`src/rtl/idex_pipe_reg.sv`:
```
// ---------------------------------------------------------------------------
// idex_pipe_reg
//   ID->EX pipeline register with a two-entry skid buffer (OUT + SKID).
//
//   The OUT entry drives the EX-side outputs. When EX stalls while decode is
//   still sending, one more payload is parked in SKID. The upstream ready
//   signal is taken only from registered state (~skid_v), so ex2idex_ready_i
//   has no combinational path to idex2id_ready_o. A CU flush squashes both
//   entries. Ordering is strictly FIFO, and the register sustains one
//   transfer per cycle when EX is always ready.
//
//   Optional feature (compile-time macro IDEX_WB_BYPASS_EN):
//     When this macro is defined, a write-back strobe (wb2idex_*) patches
//     source1/source2 of the captured input and of every valid held entry
//     whose rs1/rs2 index matches a nonzero WB destination.
//     When it is undefined, the wb2idex_* ports are present but ignored.
//
// Ports
//   clk, rst                  rising-edge clock, synchronous active-high reset
//   id2idex_valid_i/ready_o   decode-side handshake
//   id2idex_*_i               decode payload (sources, ins, pc, reg indices,
//                             imm_sb, imm_uj, wb_en, mem_en)
//   idex2ex_*_o               registered OUT payload presented to EX
//   idex2ex_valid_o           OUT entry valid
//   ex2idex_ready_i           EX consumes the OUT entry this cycle
//   cu2idex_flush_i           squash all entries, drop same-cycle input
//   wb2idex_wen_i/rd_i/data_i write-back bypass source
// ---------------------------------------------------------------------------
module idex_pipe_reg #(
  parameter int          DATA_W  = 32,
  parameter int          REG_AW  = 5,
  parameter logic [31:0] NOP_INS = 32'h00000013
) (
  input  logic              clk,
  input  logic              rst,
  // decode side
  input  logic              id2idex_valid_i,
  output logic              idex2id_ready_o,
  input  logic [DATA_W-1:0] id2idex_source1_i,
  input  logic [DATA_W-1:0] id2idex_source2_i,
  input  logic [DATA_W-1:0] id2idex_ins_i,
  input  logic [DATA_W-1:0] id2idex_addr_i,
  input  logic [REG_AW-1:0] id2idex_rd_addr_i,
  input  logic [REG_AW-1:0] id2idex_rs1_addr_i,
  input  logic [REG_AW-1:0] id2idex_rs2_addr_i,
  input  logic [DATA_W-1:0] id2idex_imm_sb_i,
  input  logic [DATA_W-1:0] id2idex_imm_uj_i,
  input  logic              id2idex_wb_en_i,
  input  logic              id2idex_mem_en_i,
  // execute side
  output logic [DATA_W-1:0] idex2ex_source1_o,
  output logic [DATA_W-1:0] idex2ex_source2_o,
  output logic [DATA_W-1:0] idex2ex_ins_o,
  output logic [DATA_W-1:0] idex2ex_addr_o,
  output logic [REG_AW-1:0] idex2ex_rd_addr_o,
  output logic [REG_AW-1:0] idex2ex_rs1_addr_o,
  output logic [REG_AW-1:0] idex2ex_rs2_addr_o,
  output logic [DATA_W-1:0] idex2ex_imm_sb_o,
  output logic [DATA_W-1:0] idex2ex_imm_uj_o,
  output logic              idex2ex_wb_en_o,
  output logic              idex2ex_mem_en_o,
  output logic              idex2ex_valid_o,
  input  logic              ex2idex_ready_i,
  // control / write-back
  input  logic              cu2idex_flush_i,
  input  logic              wb2idex_wen_i,
  input  logic [REG_AW-1:0] wb2idex_rd_i,
  input  logic [DATA_W-1:0] wb2idex_data_i
);

  typedef struct packed {
    logic [DATA_W-1:0] source1;
    logic [DATA_W-1:0] source2;
    logic [DATA_W-1:0] ins;
    logic [DATA_W-1:0] addr;
    logic [REG_AW-1:0] rd_addr;
    logic [REG_AW-1:0] rs1_addr;
    logic [REG_AW-1:0] rs2_addr;
    logic [DATA_W-1:0] imm_sb;
    logic [DATA_W-1:0] imm_uj;
    logic              wb_en;
    logic              mem_en;
  } payload_t;

  // Payload of an empty/flushed register: a NOP with side effects disabled.
  localparam payload_t EMPTY_PAYLOAD = '{
    source1:  '0, source2: '0, ins: DATA_W'(NOP_INS), addr: '0,
    rd_addr:  '0, rs1_addr: '0, rs2_addr: '0,
    imm_sb:   '0, imm_uj:  '0, wb_en: 1'b0, mem_en: 1'b0
  };

  payload_t out_reg;
  payload_t skid_reg;
  logic     out_v_reg;
  logic     skid_v_reg;

  payload_t in_payload;
  payload_t in_byp;
  payload_t out_byp;
  payload_t skid_byp;
  logic     accept;
  logic     pop;

  assign in_payload = '{
    source1:  id2idex_source1_i,  source2:  id2idex_source2_i,
    ins:      id2idex_ins_i,      addr:     id2idex_addr_i,
    rd_addr:  id2idex_rd_addr_i,  rs1_addr: id2idex_rs1_addr_i,
    rs2_addr: id2idex_rs2_addr_i, imm_sb:   id2idex_imm_sb_i,
    imm_uj:   id2idex_imm_uj_i,   wb_en:    id2idex_wb_en_i,
    mem_en:   id2idex_mem_en_i
  };

`ifdef IDEX_WB_BYPASS_EN
  // Patch an entry's operands with the write-back value when its source
  // indices match a nonzero WB destination (x0 is never forwarded).
  function automatic payload_t wb_bypass(input payload_t p);
    payload_t r;
    r = p;
    if (wb2idex_wen_i && (wb2idex_rd_i != '0)) begin
      if (wb2idex_rd_i == p.rs1_addr) r.source1 = wb2idex_data_i;
      if (wb2idex_rd_i == p.rs2_addr) r.source2 = wb2idex_data_i;
    end
    return r;
  endfunction

  assign in_byp   = wb_bypass(in_payload);
  assign out_byp  = out_v_reg  ? wb_bypass(out_reg)  : out_reg;
  assign skid_byp = skid_v_reg ? wb_bypass(skid_reg) : skid_reg;
`else
  // Without the bypass, sources are held exactly as captured.
  logic unused_wb;
  assign unused_wb = ^{wb2idex_wen_i, wb2idex_rd_i, wb2idex_data_i};
  assign in_byp    = in_payload;
  assign out_byp   = out_reg;
  assign skid_byp  = skid_reg;
`endif

  // Ready depends only on registered state: the SKID slot must be free.
  assign idex2id_ready_o = ~skid_v_reg;
  assign accept          = id2idex_valid_i & ~skid_v_reg;
  assign pop             = out_v_reg & ex2idex_ready_i;

  always_ff @(posedge clk) begin
    if (rst || cu2idex_flush_i) begin
      out_v_reg  <= 1'b0;
      skid_v_reg <= 1'b0;
      out_reg    <= EMPTY_PAYLOAD;
      skid_reg   <= EMPTY_PAYLOAD;
    end else begin
      // Default: held entries keep their (possibly bypassed) contents.
      out_reg  <= out_byp;
      skid_reg <= skid_byp;
      if (skid_v_reg && pop) begin
        // SKID advances to OUT; accept is impossible since ready was low.
        out_reg    <= skid_byp;
        skid_v_reg <= 1'b0;
      end else if (accept && (!out_v_reg || pop)) begin
        out_reg   <= in_byp;
        out_v_reg <= 1'b1;
      end else if (accept && out_v_reg && !pop) begin
        skid_reg   <= in_byp;
        skid_v_reg <= 1'b1;
      end else if (pop && !accept) begin
        // Drained: disable side effects so an idle OUT is harmless.
        out_v_reg      <= 1'b0;
        out_reg.wb_en  <= 1'b0;
        out_reg.mem_en <= 1'b0;
      end
    end
  end

  assign idex2ex_valid_o    = out_v_reg;
  assign idex2ex_source1_o  = out_reg.source1;
  assign idex2ex_source2_o  = out_reg.source2;
  assign idex2ex_ins_o      = out_reg.ins;
  assign idex2ex_addr_o     = out_reg.addr;
  assign idex2ex_rd_addr_o  = out_reg.rd_addr;
  assign idex2ex_rs1_addr_o = out_reg.rs1_addr;
  assign idex2ex_rs2_addr_o = out_reg.rs2_addr;
  assign idex2ex_imm_sb_o   = out_reg.imm_sb;
  assign idex2ex_imm_uj_o   = out_reg.imm_uj;
  // Side-effect enables are masked by valid so they are never seen idle.
  assign idex2ex_wb_en_o    = out_reg.wb_en  & out_v_reg;
  assign idex2ex_mem_en_o   = out_reg.mem_en & out_v_reg;

endmodule

```
`config.mk`:
```
export PLATFORM = sky130hd
export DESIGN_NAME = idex_pipe_reg
export DESIGN_NICKNAME = d
export VERILOG_FILES = /design/src/rtl/idex_pipe_reg.sv
export SDC_FILE = /design/constraint.sdc
export NUM_CORES = 1
export LEC_CHECK = 0
export ABC_AREA = 1
export BUFFER_PORTS_ARGS = -buffer_cell sky130_fd_sc_hd__buf_2
export CORE_MARGIN = 5
export CORE_UTILIZATION = 59
export DETAILED_ROUTE_END_ITERATION = 10
export GPL_TIMING_DRIVEN = 0
export HOLD_SLACK_MARGIN = 0.03
export PLACE_DENSITY_LB_ADDON = 0.2
export SLEW_MARGIN = 15
export SYNTH_ARGS = -nofsm -noshare
export SYNTH_HDL_FRONTEND = slang
export SYNTH_SLANG_ARGS = --single-unit
```
`constraint.sdc`:
```
create_clock -name clk -period 3.7 [get_ports clk]
set_clock_uncertainty 0.2 [all_clocks]
set_input_delay 0.185 -clock clk [delete_from_list [all_inputs] [get_ports clk]]
set_output_delay 0.185 -clock clk [all_outputs]
set_load 0.03 [all_outputs]
```
* Yosys cells after proc, flatten, opt, wreduce, memory -nomap -nowiden
Index checks and enable logic that the tools add are counted.
Word-level totals: flip-flop bits (word level) 420, bits in latches 0, memory bits (writable) 0, memory bits (read-only) 0, input port bits 252, logic and storage cells 59, memories kept 0
Cells by class: add/subtract/negate cells 0, $mul 0, divide/modulo/power cells 0, magnitude comparators 0, eq/ne operators 2, shifts and indexed selects 0, multiplexer cells 8, bitwise logic cells 7, reduce and logical (&&, ||, !) cells 18
Operators by type and width (number):
- 2-to-1 mux 209 bit | 1
- 2-to-1 mux 207 bit | 1
- 2-to-1 mux 2 bit | 3
- AND reduction 3 bit | 2
- logical AND 1 bit | 5
- bitwise AND 1 bit | 4
- AND reduction 2 bit | 2
- nonzero test 2 bit | 2
- zero test 1 bit | 3
- 2-to-1 mux 1 bit | 3
- inequality test 3 bit, second input constant | 1
- NOT 1 bit | 3
- nonzero test 3 bit | 1
- logical OR 1 bit | 2
- inequality test 2 bit, second input constant | 1
- OR reduction 2 bit | 1

* Logic depth before layout (Yosys ltp)
depth in word-level cells 8, gate-level depth with buffers 9

* Worst setup path after synthesis
OpenSTA, ideal clock, no wires.
path kind flip-flop to output port, from register out_v_reg (netlist: idex2ex_valid_o), to output port idex2ex_mem_en_o, data arrival time 1400 ps, setup slack 1915 ps, cell stages (with the launch flop) 6, buffers on the path 3, path through dfxtp_1 -> buf_4 -> buf_2 -> buf_2 -> nand2_1 -> inv_1
On the way: longest elaborated chain between the ends 1
Ends and longest elaborated chain:
- start, declared | line 94 | logic out_v_reg;
- start signal, assigned | line 145 | out_v_reg <= 1'b0;
- start signal, assigned | line 159 | out_v_reg <= 1'b1;
- start signal, assigned | line 165 | out_v_reg <= 1'b0;
- bitwise AND 1 bit | line 184 | assign idex2ex_mem_en_o = out_reg.mem_en & out_v_reg;
- end, declared | line 61 | output logic idex2ex_mem_en_o,
Every way passes these cells.

* Worst setup path in the final report
from input port rst, to register skid_reg, in the netlist skid_byp[1]
On the way: longest elaborated chain between the ends 1
Ends and longest elaborated chain:
- start, declared | line 35 | input logic rst,
- logical OR 1 bit | line 144 | if (rst || cu2idex_flush_i) begin
- end signal, assigned | line 152 | skid_reg <= skid_byp;
- end signal, assigned | line 161 | skid_reg <= in_byp;
- end, declared | line 93 | payload_t skid_reg;
Every way passes these cells. A chain may end at the register's enable or synchronous reset.

==> run summary <==
In this run the horizontal extent of the chip is 193 um. The first global-routing pass estimated 107000 um of wire. The highest ir drop seen on vdd came out at 426 uV. The run gives 45000 um as the HPWL after detailed placement. The total area inside the core boundary comes to 33300 sq um. The floorplan step defined a die boundary enclosing 37100 sq um. Net switching is 25.6% of the power.

The tightest hold path in the finished design has a slack of 0.0570 ns. The synthesized netlist devotes 0% of its cell area to XOR and XNOR gates. The maximum number of pins on one net before global-route repair is 14. The clock drives 420 sinks.

After global routing the overflow that remains totals 0. Buffers inserted during clock tree synthesis total 44. The slew at the pin closest to its max-slew limit is 0.965 ns, and the number of DRC markers in iteration 0 is 1788. The synthesized netlist occupies a cell area of 19700 sq um. The tools report the DRC violations left as 0.

The startpoint of the most critical register-to-register path was skid_v_reg. For the number of setup violations in the final report, the log shows 0. Once the clock tree was built, the resizer swapped 0 gates to a different size. In this run the register-to-register setup slack is 1.31 ns. Fraction of the mapped netlist area in simple logic gates: 32.5%. Setup repair after global routing left no endpoint under its margin. The tools report the capture instance of the worst register-to-register path as skid_byp[25]. Measured in cells, the most critical reg-to-reg path has a length of 10.

The iteration count of the initial detailed-routing pass is 9, and the power density of the placed cells is 395 nW/um^2. The peak fanout along the critical path came out at 10. The detailed-route vias per instance is 5.61.

The flow ran to the end, and the final reports show no timing, DRC or antenna violations. The startpoint of the worst setup timing path is rst. The tools report the worst setup margin as 1.11 ns.

TritonCTS built the clock tree. Signal arrival time at the worst endpoint: 2.87 ns. For the combinational fraction of design power, the log shows 13.1%.

After Yosys synthesis, full adders, half adders and majority gates account for 0% of the synthesized area. The logs give 0.896 for the weighted congestion at the end of routability-driven global placement and 35.1% for the overall global routing resource usage. The largest buffer count on any clock path was 3. The floorplan step set the die height to 193 um.

The tools report the count of placed standard cells including taps as 3659. The setup path with the least slack is of type primary input to flip-flop. The smallest clock period supported by the final layout is computed as 2.59 ns.

The max-slew violation count was 0; the overall routed net length was 68500 um. The library cells used most frequently in the layout, excluding fill and tap cells, are nand2_1, buf_2, dfxtp_1, nor2_1, dlygate4sd3_1. STA puts the critical path data required time at 3.97 ns. The run gives 0.385 GHz as the peak clock frequency supported by timing. For the reported max-cap violation count, the log shows 0. The number of flip-flops under the largest register name works out to 209. The detail route stage leaves a number of antenna-violating nets equal to 0.

Of the total power, registers draw 45.3%. The main combinational cell family by area after synthesis is simple AND/OR/NAND/NOR gates. The top-level port count was 463; the synthesized flop and latch total was 420. In this run the tool buffered the top-level ports with 423 buffer cells. The worst-case headroom to the max-slew limit is 35.7%.

Sequential elements use 42.7% of the synthesized area. For this run, the number of standard cells in the final layout without fillers is 3981. Endpoint class of the critical path: a flip-flop.

The tree is rooted in a clkbuf_16. Summed over all nets, the switching power comes to 2.64 mW. Synthesis produced a netlist with a net count of 3040.

The synthesized area divided by synthesized cell count came out at 7.06 sq um. The tools report the placement-stage cell area as 22400 sq um. The portion of total power attributed to the clock network is 41.6%. For the final routed database, the setup TNS stands at 0 ns. Type of the most critical hold path: primary input to flip-flop. The routed layout has 22300 vias. Clock latency on the worst-skew pair, taken at its later pin, is 0.53 ns. The run gives 3746 as the number of nets in the final layout.

The library cell used most frequently in the layout, excluding fill and tap cells, is nand2_1. The worst setup path is launched from a primary input. Of the available clock period, the critical path in the final layout requires 70.1%. The number of distinct library cells after synthesis was 18; the clock input transition at the sequential cells of the worst setup and hold paths was 0.06 ns. The critical path ends at skid_byp[1]. Prior to clock tree synthesis, the placed netlist has a worst setup slack of 1.49 ns.

Summing the areas of all compound-gate instances in the mapped netlist gives 10.5% of the synthesized area. For the effective utilization at floorplan, the log shows 59.2%. After detailed routing, the average wire length per cell comes to 17.2 um. Depth of the CTS H-tree: 2. The tools report the internal cell power as 7.69 mW. Counting every instance in the synthesized netlist gives 2788. The relative area change from synthesis to final layout came out at 32.8%. The number of failing hold endpoints at the final stage came out at 0. For this run, the share of the core covered by cells in the final layout is 78.6%.

The share of cells above drive strength 1 is 23.9%, and the total power draw is 10.3 mW. The initial antenna violation count was 7; the number of rows created at floorplan was 67. The number of warnings issued by yosys is 0. For the area of all placed cells without fillers, the log shows 26200 sq um. The tools report the leakage power summed over all cells as 12.9 nW. For the number of global-route vias before repair, the log shows 21600.

The multiplexer fraction of the synthesized cell area came out at 0%.
power by group through the flow:
stage | Combinational, mW | Sequential [mW] | Clock (mW)
6_report | 1.35 | 4.67 | 4.30
4_1_cts | 1.31 | 4.67 | 4.32
5_1_grt | 1.45 | 4.68 | 4.52
3_5_place_dp | 1.12 | 4.77 | 0
3_3_place_gp | 1.10 | 4.76 | 0
2_1_floorplan | 0.728 | 4.75 | 0
how the worst min path moves through the flow:
stage / start / end / slack, ns / depth (start not counted)
2_1_floorplan: id2idex_ins_i[0] / skid_byp[113] / 0.11 / 2
5_1_grt: cu2idex_flush_i / skid_byp[49] / 0.09 / 5
3_3_place_gp: id2idex_ins_i[0] / skid_byp[113] / 0.22 / 3
3_5_place_dp: id2idex_ins_i[4] / skid_byp[117] / 0.22 / 3
4_1_cts: cu2idex_flush_i / skid_byp[49] / 0.04 / 5
6_report: cu2idex_flush_i / skid_byp[7] / 0.06 / 5
cell families after synthesis:
group,count (synthesis)
AND/OR/NAND/NOR,1486
buffers and inverters,469
flip-flops,420
AO/OA/AOI/OAI,413
per-layer routing:
metal	up-vias	global-route usage [%]	wire, um	share of wire (%)
li1	10400	-	-	-
met1	10200	41.9	25600	37
met2	1283	58.6	31900	47
met3	356	6.78	6190	9.0
met4	0	20.6	4700	6.9
met5	-	0	0	0
synthesized netlist by cell type (all sizes together):
library cell,number,area (sq um)
buf,354,2390
nand3,213,1070
nor2,419,1600
o21ai,207,1040
dfxtp,420,8410
nand2,650,2460
nand4,204,1280
a21oi,206,1030
inv,12,45.0
clkbuf,103,387
worst max-delay path: stages:
cell and delay, ns:
dlygate4sd3_1 0.55, buf_2 0.15, nor2_4 0.31, dlygate4sd3_1 0.68, buf_2 0.25, o21ai_0 0.12, nor2_1 0.09, dlygate4sd3_1 0.54
what timing repair did:
item,4_1_cts,5_1_grt
buffers inserted,0,0
hold buffers,237,0
endpoints found under the hold margin,420,0
final cells by class:
type | instances | area (sq um)
Sequential cell | 420 | 8410
Fill cell | 2361 | 7120
Clock inverter | 7 | 62.6
Buffer | 457 | 2770
Clock buffer | 68 | 1320
Timing Repair Buffer | 660 | 4490
Tap cell | 448 | 561
Antenna cell | 10 | 25.0
Inverter | 12 | 45.0
Multi-Input combinational cell | 1899 | 8470
No activity file was read; power rests on OpenSTA's default activity.
